[src/rtl/fir_ntap_serial.sv]
// Serial N-tap FIR filter: one multiplier and one accumulator walk the taps once per
// accepted sample; the result is held on y behind a valid/ready handshake.
module fir_ntap_serial #(
    parameter int unsigned DATA_W = 16,
    parameter int unsigned COEF_W = 16,
    parameter int unsigned TAPS   = 16
) (
    input  logic                                        clk,
    input  logic                                        reset,
    input  logic                                        in_valid,
    output logic                                        in_ready,
    input  logic [DATA_W-1:0]                           x,
    input  logic                                        coef_we,
    input  logic [$clog2(TAPS)-1:0]                     coef_addr,
    input  logic [COEF_W-1:0]                           coef_data,
    output logic                                        out_valid,
    input  logic                                        out_ready,
    output logic [DATA_W+COEF_W+$clog2(TAPS)-1:0]       y
);

    localparam int unsigned AW      = $clog2(TAPS);
    localparam int unsigned ACC_W   = DATA_W + COEF_W + AW;
    localparam int unsigned PROD_W  = DATA_W + COEF_W;
    localparam int unsigned TAPS_M1 = TAPS - 1;
    localparam logic [AW:0]   TAPS_W   = TAPS[AW:0];
    localparam logic [AW-1:0] LAST_IDX = TAPS_M1[AW-1:0];

    typedef enum logic [1:0] {StIdle, StMac, StOut} state_e;

    state_e              r_state;
    state_e              w_state_next;
    logic [DATA_W-1:0]   r_d [TAPS];
    logic [COEF_W-1:0]   r_h [TAPS];
    logic [AW-1:0]       r_idx;
    logic [ACC_W-1:0]    r_acc;
    logic [ACC_W-1:0]    r_y;

    logic                w_idle;
    logic                w_accept;
    logic                w_coef_wr;
    logic                w_last;
    logic [PROD_W-1:0]   w_h_ext;
    logic [PROD_W-1:0]   w_d_ext;
    logic [PROD_W-1:0]   w_prod;
    logic [ACC_W-1:0]    w_prod_ext;
    logic [ACC_W-1:0]    w_sum;

    assign w_idle    = (r_state == StIdle);
    assign w_accept  = in_valid && w_idle;
    // Out-of-range addresses are only possible when TAPS is not a power of two.
    assign w_coef_wr = coef_we && w_idle && ({1'b0, coef_addr} < TAPS_W);
    assign w_last    = (r_idx == LAST_IDX);

    // Both operands sign-extended to the product width so the low bits are exact.
    assign w_h_ext    = {{DATA_W{r_h[r_idx][COEF_W-1]}}, r_h[r_idx]};
    assign w_d_ext    = {{COEF_W{r_d[r_idx][DATA_W-1]}}, r_d[r_idx]};
    assign w_prod     = w_h_ext * w_d_ext;
    assign w_prod_ext = {{AW{w_prod[PROD_W-1]}}, w_prod};
    assign w_sum      = r_acc + w_prod_ext;

    assign y = r_y;

    always_ff @(posedge clk or negedge reset) begin
        if (!reset) begin
            r_state <= StIdle;
        end else begin
            r_state <= w_state_next;
        end
    end

    always_comb begin
        w_state_next = r_state;
        in_ready     = 1'b0;
        out_valid    = 1'b0;
        unique case (r_state)
            StIdle: begin
                in_ready = 1'b1;
                if (in_valid) begin
                    w_state_next = StMac;
                end
            end
            StMac: begin
                if (w_last) begin
                    w_state_next = StOut;
                end
            end
            StOut: begin
                out_valid = 1'b1;
                if (out_ready) begin
                    w_state_next = StIdle;
                end
            end
            default: w_state_next = StIdle;
        endcase
    end

    always_ff @(posedge clk or negedge reset) begin
        if (!reset) begin
            for (int unsigned i = 0; i < TAPS; i++) begin
                r_d[i] <= '0;
                r_h[i] <= {{(COEF_W-1){1'b0}}, 1'b1};
            end
            r_idx <= '0;
            r_acc <= '0;
            r_y   <= '0;
        end else begin
            if (w_coef_wr) begin
                r_h[coef_addr] <= coef_data;
            end
            if (w_accept) begin
                r_d[0] <= x;
                for (int unsigned i = 1; i < TAPS; i++) begin
                    r_d[i] <= r_d[i-1];
                end
                r_acc <= '0;
                r_idx <= '0;
            end else if (r_state == StMac) begin
                r_acc <= w_sum;
                r_idx <= r_idx + 1'b1;
                if (w_last) begin
                    r_y <= w_sum;
                end
            end
        end
    end

endmodule

[config.mk]
export PLATFORM = sky130hd
export DESIGN_NAME = fir_ntap_serial
export DESIGN_NICKNAME = d
export VERILOG_FILES = /design/src/rtl/fir_ntap_serial.sv
export SDC_FILE = /design/constraint.sdc
export NUM_CORES = 2
export LEC_CHECK = 0
export ABC_CLOCK_PERIOD_IN_PS = 25600
export CAP_MARGIN = 20
export CORE_UTILIZATION = 40
export CTS_BUF_LIST = sky130_fd_sc_hd__clkbuf_4 sky130_fd_sc_hd__clkbuf_8 sky130_fd_sc_hd__clkbuf_16
export CTS_CLUSTER_DIAMETER = 120
export DETAILED_ROUTE_END_ITERATION = 8
export HOLD_SLACK_MARGIN = 0.12
export PLACE_DENSITY = 0.59
export REMOVE_ABC_BUFFERS = 1
export SKIP_LAST_GASP = 1
export SYNTH_ARGS = -nofsm -noshare
export SYNTH_HDL_FRONTEND = slang
export SYNTH_SLANG_ARGS = --single-unit
[constraint.sdc]
create_clock -name clk -period 25.6 [get_ports clk]
set_input_delay 5.12 -clock clk [delete_from_list [all_inputs] [get_ports clk]]
set_output_delay 5.12 -clock clk [all_outputs]
set_load 0.005 [all_outputs]
==> impl_metrics.tcl <==
set metrics [dict create \
    status "finished, final reports clean" \
    synth_area_leader_cell "dfrtp_1" \
    yosysSeqAreaShare_pct 39.8 \
    synth_cells 3505 \
    insertion_delay_ns 0.61 \
    dr.pass1.iters 6 \
    yosysTopAreaCellShare_pct 38.7 \
    drc 0 \
    rrSetupSlack_ns 12.89 \
    start_kind "flop" \
    hp-class "reg2reg" \
    routed_via_density 5.06 \
    crit_buf_inv 7 \
    holdCritStartpoint "r_d[6]" \
    syn2layout_area_growth_pct 12.1 \
    crit_fanout 43 \
    fp-row-count 111 \
    cts_tree "yes" \
    synth_area_um2 37200 \
    nFillCells 8535 \
    syn_area_per_cell_um2 10.6 \
    finalHoldViolations 0 \
    reg2reg_to "y[35]" \
    relSlewSlack_pct 20.7 \
    crit_family "adder cells" \
    multi_input_area_um2 20500 \
    synth_edf_count 0 \
    drv_cap 0 \
    routedWlPerCell_um 17.6 \
    clock_tree.buffer_depth 3 \
    clk_pin_slew_ns 0.06 \
    finalClockSkew_ns 0.0241 \
    worst_pin_slew_ns 1.18 \
    cts_root_buf "clkbuf_16" \
    critPathCaptureType "flop" \
    drtAntennaViolNets 0 \
    ctsHoldBuffers 0 \
    drive_gt1_share_pct 17.8 \
    cpMaxStageDelayCell "buf_4" \
    fin_crit_sh_pct 49.7 \
    drt-initial-drc-count 1696 \
    period_needed_ns 12.71 \
    critPathArrivalTime_ns 13.20 \
    clock-sinks 590 \
    cts_buffers 67 \
    fin_setup_tns_ns 0 \
    io_pins 79 \
    cts-htree-levels 3 \
    min_to "r_d[6]" \
    cp.required_ns 26.09 \
    first_global_vias 25300 \
    maxSlewViolCount 0 \
    max_freq_mhz 78.7 \
    antenna_found_initial 2 \
    start_util_pct 40.5 \
    wl_um 85000 \
    final_common_cell "nand2_1" \
    ys_async_sr_fraction_pct 100 \
    regArea_um2 14800 \
    fp.coreArea_um2 91800 \
    die_height_um 307 \
    critPathKind "reg2reg" \
    place_hpwl_um 57000 \
    min_path_cells 2 \
    io_buffers 78 \
    ys_ff_latch 590 \
    rr_worst_depth 40 \
    rsz0062_at_grt "no" \
    synth_cell_types 56 \
    yosys-top-cells-area "dfrtp_1 39%, fa_1 14%, nand2_1 9.6%" \
    synth-warning-count 0 \
    cts_resized 0 \
    grt_overflow_total 0 \
    vias 24400 \
    setup_viol 0 \
    grt_pass1_wl_um 139000 \
    die_w_um 307 \
    cp_slowest_stage_delay_ns 0.81 \
    path_common_cell "fa_1" \
    place_congestion 0.872 \
    grt_usage_pct 18.6 \
    grt_max_degree 108 \
    fin_nets 3951 \
    final_cell_mix "952 x nand2_1, 570 x dfrtp_1, 324 x inv_1" \
    dieArea_um2 94100 \
    synth_flop_cell "dfrtp_1" \
    r2r-start "r_idx[0]" \
    cts_setup_buffers 0 \
]
[state kept, by name (all words and copies together) (netlist names)]
name,flops
r_d,256
r_h,256
r_acc,36
y,36
r_idx,4
r_state,2
[worst max path at each step]
stage              from     to  slack [ns]  depth (start not counted)
2_1_floorplan  r_idx[0]  y[35]       11.11                         37
3_3_place_gp   r_idx[0]  y[35]       12.80                         40
3_5_place_dp   r_idx[0]  y[35]       12.66                         40
4_1_cts        r_idx[0]  y[35]       12.64                         40
5_1_grt        r_idx[0]  y[35]       11.85                         40
6_report       r_idx[0]  y[35]       12.89                         40
[kinds of logic after synthesis]
logic type | Yosys count | share of synthesized area (%)
and+or+nand+nor | 1245 | 13.3
DFF | 590 | 39.8
buffers and inverters | 503 | 5.14
muxes | 440 | 17.4
adders and majority gates | 382 | 18.2
AOI/OAI and AO/OA | 274 | 4.49
xor gates and xnor gates | 71 | 1.67
[area by class of cell]
cell class	count	share of cell area, %
clock buffer	93	4.74
sequential	590	35.5
timing repair buffer	133	3.00
tap	1243	3.73
clock inverter	25	0.865
inverter	324	2.92
multi-input combinational	2412	49.2
antenna	1	0.00601
[routing by layer]
metal	global-route usage, %	up-vias	part of all wire [%]
li1	-	11500	-
met5	0	-	0.014
met4	5.64	2	2.5
met3	2.46	137	4.2
met2	29.9	467	47
met1	26.1	12300	47
[cells in the mapped netlist (2+ instances only)]
cell        n
mux2i_1    22
or2_2       3
inv_1     324
nand2b_1   36
nor2b_1    11
o21ai_1    21
a31oi_1    11
and2_1      6
ha_1      119
o211ai_1    5
o21a_1     19
nand4_1     2
or3_1       4
o31ai_1     2
nor2_1    170
a21o_1     28
a211oi_1    6
and3_1      6
and4_1      3
clkbuf_1  149
a21oi_1    49
xor2_1     25
dfrtp_1   574
fa_1      263
o21ai_0   102
nand3_1    39
o31ai_2     2
nand2_1   954
xnor2_1    46
mux4_2    138
dfstp_2    16
a211oi_2    2
buf_1      12
buf_2      18
nor3_1      6
o21bai_1   13
mux2_2    280
[stage by stage]
stage | cells | hold slack, ns | utilization (%) | worst slack (ns) | area [um^2]
global route | 4821 | 0.485 | 45.4 | 11.85 | 41700
global placement | 4699 | 0.451 | 42.8 | 12.80 | 39200
floorplan | 3326 | 0.441 | - | 11.11 | 36500
CTS | 4817 | 0.472 | 45.3 | 12.64 | 41600
finish | 4821 | 0.471 | 45.4 | 12.89 | 41700
detailed placement | 4699 | 0.458 | 42.8 | 12.66 | 39200
[worst reg2reg max path, delay by kind of cell (launching register included)]
family | cells | cell delay [ns]
AO/OA/AOI/OAI | 14 | 3.40
XOR/XNOR | 3 | 0.59
adder cells (fa/ha/maj) | 8 | 3.63
buffers and inverters | 7 | 2.49
flip-flops | 1 | 0.64
multiplexers | 2 | 0.92
AND/OR/NAND/NOR | 6 | 0.93
Power is not shown: default switching activity piles up to over one toggle a cycle in this logic, so the estimate is an artifact.
